<file path="src/rtl/mem_arbiter_if.sv">
`default_nettype none
// ============================================================================
// Module   : mem_arbiter_if
// Purpose  : Bundle of every handshake and memory-bus signal between the
//            IF/LS requesters, the shared memory and mem_arbiter.
//            slave  - the arbiter's view (takes requests, drives memory).
//            master - the environment's view (requesters plus memory).
// Ports    : IF  : if_req, if_addr -> if_gnt, if_rvalid, if_rdata
//            LS  : ls_req, ls_we, ls_addr, ls_wdata -> ls_gnt, ls_rvalid,
//                  ls_rdata
//            MEM : mem_address, mem_data_in, mem_write <- mem_data_out
// Revision : 1.0 - initial release
// ============================================================================
interface mem_arbiter_if #(
    parameter int DATA_W = 32,
    parameter int ADDR_W = 16
);
    logic              if_req;
    logic [ADDR_W-1:0] if_addr;
    logic              if_gnt;
    logic              if_rvalid;
    logic [DATA_W-1:0] if_rdata;

    logic              ls_req;
    logic              ls_we;
    logic [ADDR_W-1:0] ls_addr;
    logic [DATA_W-1:0] ls_wdata;
    logic              ls_gnt;
    logic              ls_rvalid;
    logic [DATA_W-1:0] ls_rdata;

    logic [ADDR_W-1:0] mem_address;
    logic [DATA_W-1:0] mem_data_in;
    logic              mem_write;
    logic [DATA_W-1:0] mem_data_out;

    modport slave (
        input  if_req, if_addr,
        input  ls_req, ls_we, ls_addr, ls_wdata,
        input  mem_data_out,
        output if_gnt, if_rvalid, if_rdata,
        output ls_gnt, ls_rvalid, ls_rdata,
        output mem_address, mem_data_in, mem_write
    );

    modport master (
        output if_req, if_addr,
        output ls_req, ls_we, ls_addr, ls_wdata,
        output mem_data_out,
        input  if_gnt, if_rvalid, if_rdata,
        input  ls_gnt, ls_rvalid, ls_rdata,
        input  mem_address, mem_data_in, mem_write
    );
endinterface
`default_nettype wire

</file>
<file path="src/rtl/mem_arbiter.sv">
`default_nettype none
// ============================================================================
// Module   : mem_arbiter
// Purpose  : Shares one memory port between instruction fetch (IF) and
//            load/store (LS). One request is granted per cycle (grant is
//            combinational); reads return data RD_LATENCY cycles after the
//            grant, writes complete on the grant edge.
// Ports    : clk   - clock, all state on rising edge
//            reset - synchronous, active-high
//            bus   - mem_arbiter_if.slave (requests, responses, memory bus)
// Params   : DATA_W, ADDR_W, RD_LATENCY (1..8; other values unsupported)
// Revision : 1.0 - initial release
// ============================================================================
module mem_arbiter #(
    parameter int DATA_W     = 32,
    parameter int ADDR_W     = 16,
    parameter int RD_LATENCY = 1
) (
    input  wire           clk,
    input  wire           reset,
    mem_arbiter_if.slave  bus
);

    typedef enum logic [0:0] {
        S_IDLE = 1'b0,
        S_WAIT = 1'b1
    } state_t;

    // The counter holds the number of cycles still to wait after the first
    // WAIT cycle, so loading RD_LATENCY-1 puts the response at grant+RD_LATENCY
    // and lets a latency of 8 fit in 3 bits.
    localparam logic [2:0] c_CNT_LOAD = 3'(RD_LATENCY - 1);

    state_t            state_q;
    logic [2:0]        cnt_q;
    logic              owner_ls_q;   // owner of the outstanding read
    logic              last_ls_q;    // 1: LS was granted most recently
    logic [DATA_W-1:0] if_hold_q;
    logic [DATA_W-1:0] ls_hold_q;

    logic w_resp;
    logic w_can_grant;
    logic w_pick_ls;
    logic w_gnt_if;
    logic w_gnt_ls;
    logic w_rd_gnt;

    // Response cycle: last WAIT cycle. It doubles as an idle cycle so a new
    // request can be granted back-to-back.
    assign w_resp      = !reset && (state_q == S_WAIT) && (cnt_q == 3'd0);
    assign w_can_grant = !reset && ((state_q == S_IDLE) || w_resp);

    // Lone requester wins; on conflict the port not granted last wins.
    assign w_pick_ls = bus.ls_req && (!bus.if_req || !last_ls_q);
    assign w_gnt_if  = w_can_grant && bus.if_req && !w_pick_ls;
    assign w_gnt_ls  = w_can_grant && w_pick_ls;
    assign w_rd_gnt  = w_gnt_if || (w_gnt_ls && !bus.ls_we);

    assign bus.if_gnt    = w_gnt_if;
    assign bus.ls_gnt    = w_gnt_ls;
    assign bus.if_rvalid = w_resp && !owner_ls_q;
    assign bus.ls_rvalid = w_resp &&  owner_ls_q;

    always_comb begin
        bus.mem_address = '0;
        bus.mem_data_in = '0;
        bus.mem_write   = 1'b0;
        if (w_gnt_if) begin
            bus.mem_address = bus.if_addr;
        end else if (w_gnt_ls) begin
            bus.mem_address = bus.ls_addr;
            bus.mem_data_in = bus.ls_wdata;
            bus.mem_write   = bus.ls_we;
        end
    end

    // Read data passes straight through in the response cycle and is then
    // served from the per-port hold register.
    always_comb begin
        bus.if_rdata = bus.if_rvalid ? bus.mem_data_out : if_hold_q;
        bus.ls_rdata = bus.ls_rvalid ? bus.mem_data_out : ls_hold_q;
    end

    always_ff @(posedge clk) begin
        if (reset) begin
            state_q    <= S_IDLE;
            cnt_q      <= 3'd0;
            owner_ls_q <= 1'b0;
            last_ls_q  <= 1'b1;
            if_hold_q  <= '0;
            ls_hold_q  <= '0;
        end else begin
            if (bus.if_rvalid) begin
                if_hold_q <= bus.mem_data_out;
            end
            if (bus.ls_rvalid) begin
                ls_hold_q <= bus.mem_data_out;
            end
            if (w_gnt_if || w_gnt_ls) begin
                last_ls_q <= w_gnt_ls;
            end

            case (state_q)
                S_IDLE: begin
                    if (w_rd_gnt) begin
                        state_q    <= S_WAIT;
                        cnt_q      <= c_CNT_LOAD;
                        owner_ls_q <= w_gnt_ls;
                    end
                end
                S_WAIT: begin
                    if (cnt_q != 3'd0) begin
                        cnt_q <= cnt_q - 3'd1;
                    end else if (w_rd_gnt) begin
                        cnt_q      <= c_CNT_LOAD;
                        owner_ls_q <= w_gnt_ls;
                    end else begin
                        state_q <= S_IDLE;
                    end
                end
                default: begin
                    state_q <= S_IDLE;
                end
            endcase
        end
    end

endmodule
`default_nettype wire

</file>
<file path="src/flat_wrapper.sv">
// flat-port wrapper written by rule: the top's interface ports become plain ports
module mem_arbiter_flat 
#(
    parameter int DATA_W     = 32,
    parameter int ADDR_W     = 16,
    parameter int RD_LATENCY = 1
)
  (clk, reset, bus_if_req, bus_if_addr, bus_ls_req, bus_ls_we, bus_ls_addr, bus_ls_wdata, bus_mem_data_out, bus_if_gnt, bus_if_rvalid, bus_if_rdata, bus_ls_gnt, bus_ls_rvalid, bus_ls_rdata, bus_mem_address, bus_mem_data_in, bus_mem_write);
  mem_arbiter_if #(.DATA_W(DATA_W), .ADDR_W(ADDR_W)) bus_i ();
  input  wire clk;
  input  wire reset;
  input wire logic [$bits(bus_i.if_req)-1:0] bus_if_req;
  input wire logic [$bits(bus_i.if_addr)-1:0] bus_if_addr;
  input wire logic [$bits(bus_i.ls_req)-1:0] bus_ls_req;
  input wire logic [$bits(bus_i.ls_we)-1:0] bus_ls_we;
  input wire logic [$bits(bus_i.ls_addr)-1:0] bus_ls_addr;
  input wire logic [$bits(bus_i.ls_wdata)-1:0] bus_ls_wdata;
  input wire logic [$bits(bus_i.mem_data_out)-1:0] bus_mem_data_out;
  output wire logic [$bits(bus_i.if_gnt)-1:0] bus_if_gnt;
  output wire logic [$bits(bus_i.if_rvalid)-1:0] bus_if_rvalid;
  output wire logic [$bits(bus_i.if_rdata)-1:0] bus_if_rdata;
  output wire logic [$bits(bus_i.ls_gnt)-1:0] bus_ls_gnt;
  output wire logic [$bits(bus_i.ls_rvalid)-1:0] bus_ls_rvalid;
  output wire logic [$bits(bus_i.ls_rdata)-1:0] bus_ls_rdata;
  output wire logic [$bits(bus_i.mem_address)-1:0] bus_mem_address;
  output wire logic [$bits(bus_i.mem_data_in)-1:0] bus_mem_data_in;
  output wire logic [$bits(bus_i.mem_write)-1:0] bus_mem_write;
  assign bus_i.if_req = bus_if_req;
  assign bus_i.if_addr = bus_if_addr;
  assign bus_i.ls_req = bus_ls_req;
  assign bus_i.ls_we = bus_ls_we;
  assign bus_i.ls_addr = bus_ls_addr;
  assign bus_i.ls_wdata = bus_ls_wdata;
  assign bus_i.mem_data_out = bus_mem_data_out;
  assign bus_if_gnt = bus_i.if_gnt;
  assign bus_if_rvalid = bus_i.if_rvalid;
  assign bus_if_rdata = bus_i.if_rdata;
  assign bus_ls_gnt = bus_i.ls_gnt;
  assign bus_ls_rvalid = bus_i.ls_rvalid;
  assign bus_ls_rdata = bus_i.ls_rdata;
  assign bus_mem_address = bus_i.mem_address;
  assign bus_mem_data_in = bus_i.mem_data_in;
  assign bus_mem_write = bus_i.mem_write;
  mem_arbiter #(.DATA_W(DATA_W), .ADDR_W(ADDR_W), .RD_LATENCY(RD_LATENCY)) u_core (.clk(clk), .reset(reset), .bus(bus_i));
endmodule
</file>
<file path="config.mk">
export PLATFORM = sky130hd
export DESIGN_NAME = mem_arbiter_flat
export DESIGN_NICKNAME = d
export VERILOG_FILES = /design/src/rtl/mem_arbiter_if.sv /design/src/rtl/mem_arbiter.sv /design/src/flat_wrapper.sv
export SDC_FILE = /design/constraint.sdc
export NUM_CORES = 1
export LEC_CHECK = 0
export ABC_AREA = 1
export BUFFER_PORTS_ARGS = -buffer_cell sky130_fd_sc_hd__buf_2
export CORE_MARGIN = 1
export CORE_UTILIZATION = 49
export CTS_BUF_LIST = sky130_fd_sc_hd__clkbuf_4
export CTS_CLUSTER_DIAMETER = 100
export DETAILED_ROUTE_END_ITERATION = 10
export PLACE_DENSITY_LB_ADDON = 0.05
export SLEW_MARGIN = 20
export SYNTH_ARGS = -nofsm -noshare
export SYNTH_HDL_FRONTEND = slang
export SYNTH_SLANG_ARGS = --single-unit
export TNS_END_PERCENT = 100
</file>
<file path="constraint.sdc">
create_clock -name clk -period 4.1 [get_ports clk]
set_input_delay 0.615 -clock clk [delete_from_list [all_inputs] [get_ports clk]]
set_output_delay 0.615 -clock clk [all_outputs]
set_load 0.01 [all_outputs]
</file>
==> results of run 1 <==
[through the flow]
stage               cells  utilization [%]
finish                847             67.4
global route          847             67.4
CTS                   847             67.4
detailed placement    831             65.2
global placement      831             65.2
floorplan             539                -
[worst max-delay path by stage]
stage	start	endpoint	slack (ps)	cells after the start
floorplan	reset	bus_mem_address[10]	1960	6
global placement	reset	bus_if_rdata[3]	1190	6
detailed placement	reset	bus_mem_address[15]	1460	6
CTS	u_core.cnt_q[0]	bus_mem_address[15]	1210	8
global route	u_core.cnt_q[0]	bus_mem_address[15]	1040	8
finish	u_core.cnt_q[0]	bus_mem_address[15]	1240	8
[cells by family (layout without fill, tap and decap cells)]
logic type / after synthesis / in the layout / share of synthesized area [%]
flops: 70 / 70 / 37.6
compound gates: 86 / 86 / 17.3
simple gates: 179 / 179 / 20.9
fa+ha+maj: 2 / 2 / 0.671
buf+inv: 201 / 410 / 23.4
xor+xnor: 1 / 1 / 0.235
[layout by cell type, fill, tap and decap left out, types with 3 or more instances in the layout]
master                     count
sky130_fd_sc_hd__nand4_1       3
sky130_fd_sc_hd__buf_2       217
sky130_fd_sc_hd__nand2_2       6
sky130_fd_sc_hd__inv_2        11
sky130_fd_sc_hd__buf_4         3
sky130_fd_sc_hd__inv_1       162
sky130_fd_sc_hd__a22o_1       16
sky130_fd_sc_hd__clkbuf_4     10
sky130_fd_sc_hd__dfxtp_1      70
sky130_fd_sc_hd__a21oi_1       5
sky130_fd_sc_hd__o21ai_1      23
sky130_fd_sc_hd__nor2_2       15
sky130_fd_sc_hd__o21ai_2      41
sky130_fd_sc_hd__nor2_1       82
sky130_fd_sc_hd__nand2_1      66
[power groups by stage]
stage          Sequential (mW)  Combinational, mW  Clock (mW)
3_5_place_dp             0.716              0.246           0
5_1_grt                  0.703              0.276       0.544
4_1_cts                  0.701              0.247       0.513
2_1_floorplan            0.715              0.136           0
3_3_place_gp             0.715              0.243           0
6_report                 0.700              0.246       0.494
[sequential cells by signal (all words and copies together) (netlist names)]
name,count
u_core.owner_ls_q,1
u_core.cnt_q,3
u_core.ls_hold_q,32
u_core.state_q,1
u_core.if_hold_q,32
u_core.last_ls_q,1
[metal layers]
layer	vias to the layer above	track usage [%]	wire [um]
met2	114	39.8	4590
li1	1961	-	-
met4	0	5.63	62
met1	1581	25.9	3810
met5	-	0	0
met3	7	7.20	588
[final cells by class]
cell class | count | area (sq um)
fillers | 677 | 2370
multi-input cells | 268 | 1470
flip-flops and latches | 70 | 1400
repair buffers | 220 | 1110
inverters | 174 | 656
well taps | 99 | 124
clock inverters | 6 | 86.3
clock buffers | 10 | 75.1
==> run summary, run 1 <==
The detail route stage leaves a number of antenna-violating nets equal to 0. Setup repair after global routing left no endpoint under its margin. Hold violation total from the final report: 0.

The hold path depth is 1, and the share of total power in combinational logic is 17.1%. The number of clock buffers added by TritonCTS is 9. The detailed router placed 3663 vias in this run.

In the final design database the tool counted 846 nets. The proportion of synthesized flip-flops having asynchronous set or reset came out at 0%. Worst supply voltage drop on vdd: 0.182 mV. The number of storage elements in the synthesis netlist works out to 70. In this run the standard cell core region covers 7290 sq um. The synthesized netlist net count is 642, and the static leakage is 3.44 nW. Sequential cells account for 48.6% of the total power.

The critical path is of the reg2out type. In the post-synthesis netlist, the biggest area contributors are sky130_fd_sc_hd__dfxtp_1 (38%), sky130_fd_sc_hd__inv_1 (16%), sky130_fd_sc_hd__o21ai_2 (9.6%), sky130_fd_sc_hd__nor2_1 (8.3%), sky130_fd_sc_hd__nand2_1 (6.8%). The switching component of the power is 0.388 mW, and the via density per instance is 4.32. During placement, the flow inserted port buffers numbering 217. The die is 89.2 um tall. The synthesized design spends more area on one cell type than any other, namely sky130_fd_sc_hd__dfxtp_1. STA classifies the critical path startpoint as a flip-flop. The later pin in the worst-skew pair is clocked with a latency of 410 ps. For this block, the routed nets add up to 9050 um of wire. The cell that appears most often on the critical path is sky130_fd_sc_hd__nand2_2. The highest clock rate was 349 MHz. For this configuration, the core starts out at a cell density of 51.1%. Max-cap violations in this run came to 0. The worst hold path begins at u_core.cnt_q[0].

The required time at the endpoint of the critical path was 3480 ps. Internal power component: 1.05 mW. Of the synthesized area, sequential elements account for 37.6%. The share of the cycle needed by the critical path after routing was 69.9%. The startpoint identified for the worst register-to-register timing path is u_core.cnt_q[0].

In this design, the stage delay of the slowest critical-path cell is 350 ps. The run gives 3 as the number of H-tree levels. After technology mapping, the gate count stands at 539. For this block, the initial DRC count from the detailed router was 128. The critical path goes through inv_1 -> ha_1 -> nand2_2 -> nand2_2 -> nand3_4 -> inv_2 -> a22o_1 -> buf_2.

The clock network accounts for 34.3% of the total power. The root buffer cell chosen for the clock tree is sky130_fd_sc_hd__clkbuf_4. The first global-routing pass estimated 13500 um of wire.

The area fraction of the dominant cell type after synthesis is 37.6%. The residual overflow from global routing was 0. The longest clock path from root to sink contains 2 buffers. The logs give 2250 ps for the arrival time at the worst endpoint and 70 for the number of clock sinks.

The flow ran to the end, and the final reports show no timing, DRC or antenna violations. From synthesis to final layout, the design area changed by 31.8%. By count the netlist is led by sky130_fd_sc_hd__inv_1 (162), sky130_fd_sc_hd__nor2_1 (82), sky130_fd_sc_hd__dfxtp_1 (70).

The cell family contributing the most delay on the critical path is buffers and inverters. The initialized floorplan defines 31 standard-cell rows. The setup check on the worst reg-to-reg path leaves a slack of 2340 ps.

The worst path in the final design needs a cycle of 2860 ps, including I/O delays and setup. For this run, the number of Yosys warnings is 0. For the max-slew headroom at the worst pin, the log shows 48.7%. The finished cells cover 4920 sq um. Clock skew on the completed layout was measured at 15.6 ps. For this run, the leading register cell type out of synthesis is sky130_fd_sc_hd__dfxtp_1.

The run gives 218 as the boundary pin count. TritonCTS built the clock tree. The post-cts repair resize count is 0. The top fanout value on the critical path works out to 34. The number of buffers and inverters on the critical path is 3. Summing all placed instances gives a cell area of 4760 sq um.

The number of enable flip-flop cells after synthesis came out at 0. The tools report the number of setup buffers added after CTS as 0. Area of the die: 7960 sq um. At the end of routability-driven placement, the weighted congestion stood at 0.831. Detailed placement ended at an HPWL of 6950 um.

The largest net degree at the start of global routing came out at 68. Dividing the detail-routed wire length by the instance count gives 10.7 um. Before antenna repair, the detailed router went through 4 iterations.

For the final count of pins violating max slew, the log shows 0. Yosys instantiated no cell more often than sky130_fd_sc_hd__inv_1. The worst register-to-register path has a depth of 7. The total global-route track usage came out at 22.3%.

Netlist area before placement: 3730 sq um. Number of global-route vias before repair: 3119. In this run the critical register-to-register path is captured at u_core.if_hold_q[14].

The type of the tightest min-delay check was reg2reg. The measured slew at the worst slew-check pin is 769 ps, and the sum of negative setup slack is 0 ps. Of the total power, the share spent switching nets is 27.0%.

For the number of setup violations in the final report, the log shows 0. Yosys mapped the design onto 27 distinct sky130hd cell types. The master of the slowest instance on the critical path was sky130_fd_sc_hd__inv_2.

Category of the worst setup path capture point: a primary output. The width of the die came out at 89.2 um. The fraction of layout cells with a size suffix above 1 was 42.0%; the tightest hold margin was 459 ps. The sum of internal, switching and leakage power is 1.44 mW, and the power density over the cells is 293 nW/um^2. The average footprint of a synthesized cell was 6.92 sq um. After clock tree synthesis, the clock-pin slew on the worst setup and hold paths is 100 ps.

Worst setup slack before clock tree synthesis: 1460 ps. The setup slack of the critical path after layout is 1240 ps. Initial antenna violation count: 0. The worst hold path terminates at u_core.cnt_q[0].

For this design, the CTS-stage hold fixing added 0 buffers. After detailed routing, the number of remaining DRC violations is 0. The number of antenna diodes in the final layout is 0.
No activity file was read; power rests on OpenSTA's default activity.
==> run 2, diff against run 1 <==
--- a/config.mk
+++ b/config.mk
@@ -5,10 +5,10 @@
 export SDC_FILE = /design/constraint.sdc
 export NUM_CORES = 1
 export LEC_CHECK = 0
-export ABC_AREA = 1
+export ABC_AREA = 0
 export BUFFER_PORTS_ARGS = -buffer_cell sky130_fd_sc_hd__buf_2
 export CORE_MARGIN = 1
-export CORE_UTILIZATION = 49
+export CORE_UTILIZATION = 45
 export CTS_BUF_LIST = sky130_fd_sc_hd__clkbuf_4
 export CTS_CLUSTER_DIAMETER = 100
 export DETAILED_ROUTE_END_ITERATION = 10
==> constraint.sdc (replaced) <==
create_clock -name clk -period 2.9 [get_ports clk]
set_input_delay 0.435 -clock clk [delete_from_list [all_inputs] [get_ports clk]]
set_output_delay 0.435 -clock clk [all_outputs]
set_load 0.01 [all_outputs]
==> run 2 against run 1 <==
Effect of this change:
- clock skew fell by 3.9 ps
- first-iteration DRC count rose by 40%
- critical endpoint is now bus_ls_rdata[31]
- highest routed layer unchanged
- worst hold slack got worse by 150 ps
- die area rose by 4.5%
- sequential power rose by 43%
- routed wire length rose by 20%
- core utilization fell by 5.2 points
- cell area fell by 2.3%
- critical path depth fell by 1
- non-clock buffer count rose by 7
- area after synthesis fell by 3.9%
==> run summary, run 2 <==
The sequential area share after synthesis came out at 39.1% (+1.5 points). STA classifies the critical path startpoint as a flip-flop. The internal power component is 1.59 mW (+51%), and the number of warnings reported in the yosys synthesis log is 0 (unchanged).

The share of total power in sequential cells was 45.8% (-2.8 points); the number of setup violations in the final report was 0 (unchanged). Wire length after detailed routing: 10900 um (+20%). The top fanout value on the critical path was 65 (+91%); the area of the placeable core was 7730 sq um (+6.0%). The proportion of synthesized flip-flops having asynchronous set or reset is 0% (unchanged), and the detailed router's first-iteration violation count is 179 (+40%).

The logs give 62.2% (-5.2 points) for the final standard cell utilization of the core and 0 (unchanged) for the residual overflow from global routing. The run gives 7640 um (+9.9%) as the placed wire-length estimate after detailed placement. The number of enable flip-flop cells after synthesis was 0 (unchanged).

The logs give 9 (unchanged) for the number of buffers created by CTS and 36 (+33%) for the post-synthesis cell type count. The width of the die was 91.3 um (+2.2%); the maximum clock path buffer count was 2 (unchanged). DRC violation count after routing: 0 (unchanged). For the finished layout, the period the worst path requires is 2580 ps. The total number of vias was 4223 (+15%); the number of iterations in the first detailed-routing pass was 4 (unchanged). For the post-cts repair resize count, the log shows 0 (unchanged). The critical path is of the reg2out type. The count of input and output buffers was 217 (unchanged). The height of the die works out to 91.3 um (+2.2%). The area growth from synthesis to layout is 34.1%.

The master of the slowest instance on the critical path is sky130_fd_sc_hd__dfxtp_1. Most instantiated library cell after synthesis: sky130_fd_sc_hd__dfxtp_1. The clock tree root buffer cell is sky130_fd_sc_hd__clkbuf_4.

The share of the cycle needed by the critical path after routing works out to 89.0%. The run gives 11.7 ps (-3.91 ps) as the maximum clock skew at final layout. The tools report the routability-driven placement congestion ratio as 0.785 (-5.6%). The initial antenna violation count is 0 (unchanged), and the hold violation total from the final report is 0 (unchanged).

The post-route antenna net violation count is 0 (unchanged). The total number of placement rows was 32 (+3.2%). The area fraction of the dominant cell type after synthesis is 39.1% (+1.5 points). TritonCTS built the clock tree.

The flow ran to the end, and the final reports show no timing, DRC or antenna violations. STA classifies the critical path endpoint as a primary output. The measured slew at the worst slew-check pin was 677 ps (-91.8 ps). The sum of negative setup slack is 0 ps (unchanged). The worst reg2reg path depth is 6 (-1), and the static leakage is 2.61 nW (-24%).

The final count of pins violating max slew is 0 (unchanged), and the synthesized netlist cell count is 480 (-11%). The portion of total power attributed to the clock network was 36.4% (+2.1 points); the average wire per standard cell was 14.0 um (+31%). For the number of setup buffers added after CTS, the log shows 0 (unchanged). The area of the die is 8330 sq um (+4.5%). The clock network latency to the later pin of the worst-skew pair was 410 ps (about the same). Share of total power in combinational logic: 17.8% (+0.7 points).

Number of global-route vias before repair: 3881 (+24%). For the initial core utilization, the log shows 46.4% (-4.8 points). The logs give 774 (-8.5%) for the net count of the finished layout and 0.308 mV (+70%) for the worst supply voltage drop on vdd. Number of H-tree levels: 3 (unchanged).

The switching component of the power came out at 0.589 mW (+52%). The delay of the slowest cell on the worst path is 330 ps (-20 ps), and the number of hold buffers added after cts is 0 (unchanged). The count of buffer and inverter cells on the critical path was 3 (unchanged). In the post-synthesis netlist, the biggest area contributors are sky130_fd_sc_hd__dfxtp_1 (39%), sky130_fd_sc_hd__a21oi_1 (9.1%), sky130_fd_sc_hd__nand3_1 (9.1%), sky130_fd_sc_hd__o21ai_0 (8.4%), sky130_fd_sc_hd__nand2_1 (7.0%). Clock input transition at the sequential cells of the worst setup and hold paths: 120 ps (+20 ps). The top cell types in the final layout, fill and taps aside, are sky130_fd_sc_hd__buf_2 (217), sky130_fd_sc_hd__dfxtp_1 (69), sky130_fd_sc_hd__nand2_1 (67), sky130_fd_sc_hd__nand3_1 (65), sky130_fd_sc_hd__a21oi_1 (65). The reported max-cap violation count is 0 (unchanged). sky130_fd_sc_hd__dfxtp_1 takes more of the synthesized area than any other cell. The cell depth of the worst setup path is 7 (-1). The netlist area before placement came out at 3580 sq um (-3.9%). Required time at the endpoint of the critical path: 2470 ps (-1010 ps). The min-delay analysis places its worst path in the category in2reg.

The boundary pin count is 218 (unchanged). Fraction of layout cells with a size suffix above 1: 36.8% (-5.1 points). Setup repair after global routing left no endpoint under its margin. The via density per instance is 5.43 (+26%), and the hold path depth is 3 (+2). The power density over the cells was 453 nW/um^2 (+55%).

The prevailing post-synth register cell was sky130_fd_sc_hd__dfxtp_1. The proportion of total power due to net switching is 27.0% (+0.073 points). The library cell used most frequently in the layout, excluding fill and tap cells, is sky130_fd_sc_hd__buf_2.

Based on the critical path, the design can be clocked at up to 387 MHz. The sum of internal, switching and leakage power was 2.18 mW (+51%). In the final layout, the registers with the most flip-flops are u_core.if_hold_q x32, u_core.ls_hold_q x32, u_core.cnt_q x3. The average footprint of a synthesized cell is 7.47 sq um (+7.9%), and the max-slew headroom at the worst pin is 54.6% (+5.9 points). The number of clock sinks came out at 70 (unchanged). The critical path goes through inv_1 -> ha_1 -> and4bb_2 -> buf_12 -> nand3_1 -> nand2_1 -> buf_2. The largest net degree at the start of global routing was 66 (-2.9%); the number of antenna cells inserted was 0 (unchanged). The logs give 26.6% (+4.2 points) for the total global-route track usage and 309 ps (-150 ps) for the tightest hold margin. The arrival time at the worst endpoint is 2150 ps (-100 ps), and the number of storage elements in the synthesis netlist is 70 (unchanged). The run gives 18000 um (+33%) as the global-route wire length before repair. Broken down by cell family, the worst path's largest delay share belongs to simple AND/OR/NAND/NOR gates. By count the netlist is led by sky130_fd_sc_hd__dfxtp_1 (70), sky130_fd_sc_hd__nand2_1 (67), sky130_fd_sc_hd__a21oi_1 (65), sky130_fd_sc_hd__nand3_1 (65), sky130_fd_sc_hd__o21ai_0 (60). For the synthesized netlist net count, the log shows 583 (-9.2%).
run 2: worst register-to-register path, stage by stage, from the launching register on:
cell and delay, ps:
sky130_fd_sc_hd__dfxtp_1 330, sky130_fd_sc_hd__inv_1 100, sky130_fd_sc_hd__ha_1 310, sky130_fd_sc_hd__and4bb_2 310, sky130_fd_sc_hd__buf_12 260, sky130_fd_sc_hd__nand3_1 200, sky130_fd_sc_hd__a21oi_1 170
run 2: path summary, 6_finish.rpt:
check | start | end | slack [ps]
min | bus_mem_data_out[25] | u_core.ls_hold_q[25] | 310
min reg2reg | u_core.ls_hold_q[10] | u_core.ls_hold_q[10] | 500
max | u_core.cnt_q[0] | bus_ls_rdata[31] | 320
max reg2reg | u_core.cnt_q[0] | u_core.if_hold_q[1] | 1160
run 2: cell families (layout without fill, tap and decap cells):
group           Yosys count  count (layout)  synth area share [%]
buf+inv                  53             249                  8.20
fa+ha+maj                 2               2                 0.698
simple gates            194             194                  26.2
compound gates          161             161                  25.8
flops                    70              70                  39.1
run 2: layout make-up:
cell class / instances / area, sq um
fill: 724 / 2920
timing repair buffer: 227 / 1170
tap: 102 / 128
multi-input combinational: 357 / 1890
sequential: 70 / 1400
clock buffer: 10 / 75.1
inverter: 6 / 22.5
clock inverter: 6 / 110
run 2: per-layer routing:
| layer | share of wire, % | wire length (um) | global-route usage [%] | vias up |
|---|---|---|---|---|
| li1 | - | - | - | 2073 |
| met1 | 42 | 4570 | 32.6 | 1971 |
| met2 | 48 | 5250 | 44.9 | 162 |
| met3 | 8.3 | 899 | 8.46 | 17 |
| met4 | 1.5 | 159 | 6.75 | 0 |
| met5 | 0 | 0 | 0 | - |
run 2: power by group through the flow:
stage | logic (mW) | clock network (mW) | registers [mW]
2_1_floorplan | 0.227 | 0 | 1.01
3_3_place_gp | 0.382 | 0 | 1.02
3_5_place_dp | 0.387 | 0 | 1.02
4_1_cts | 0.388 | 0.810 | 0.998
5_1_grt | 0.430 | 0.850 | 1.00
6_report | 0.388 | 0.792 | 0.998
run 2: through the flow:
| stage | cells | setup slack, ps | area, sq um |
|---|---|---|---|
| finish | 778 | 318 | 4810 |
| global route | 778 | 141 | 4810 |
| CTS | 778 | 302 | 4810 |
| detailed placement | 762 | 740 | 4620 |
| global placement | 762 | 804 | 4620 |
| floorplan | 480 | 1070 | 3580 |
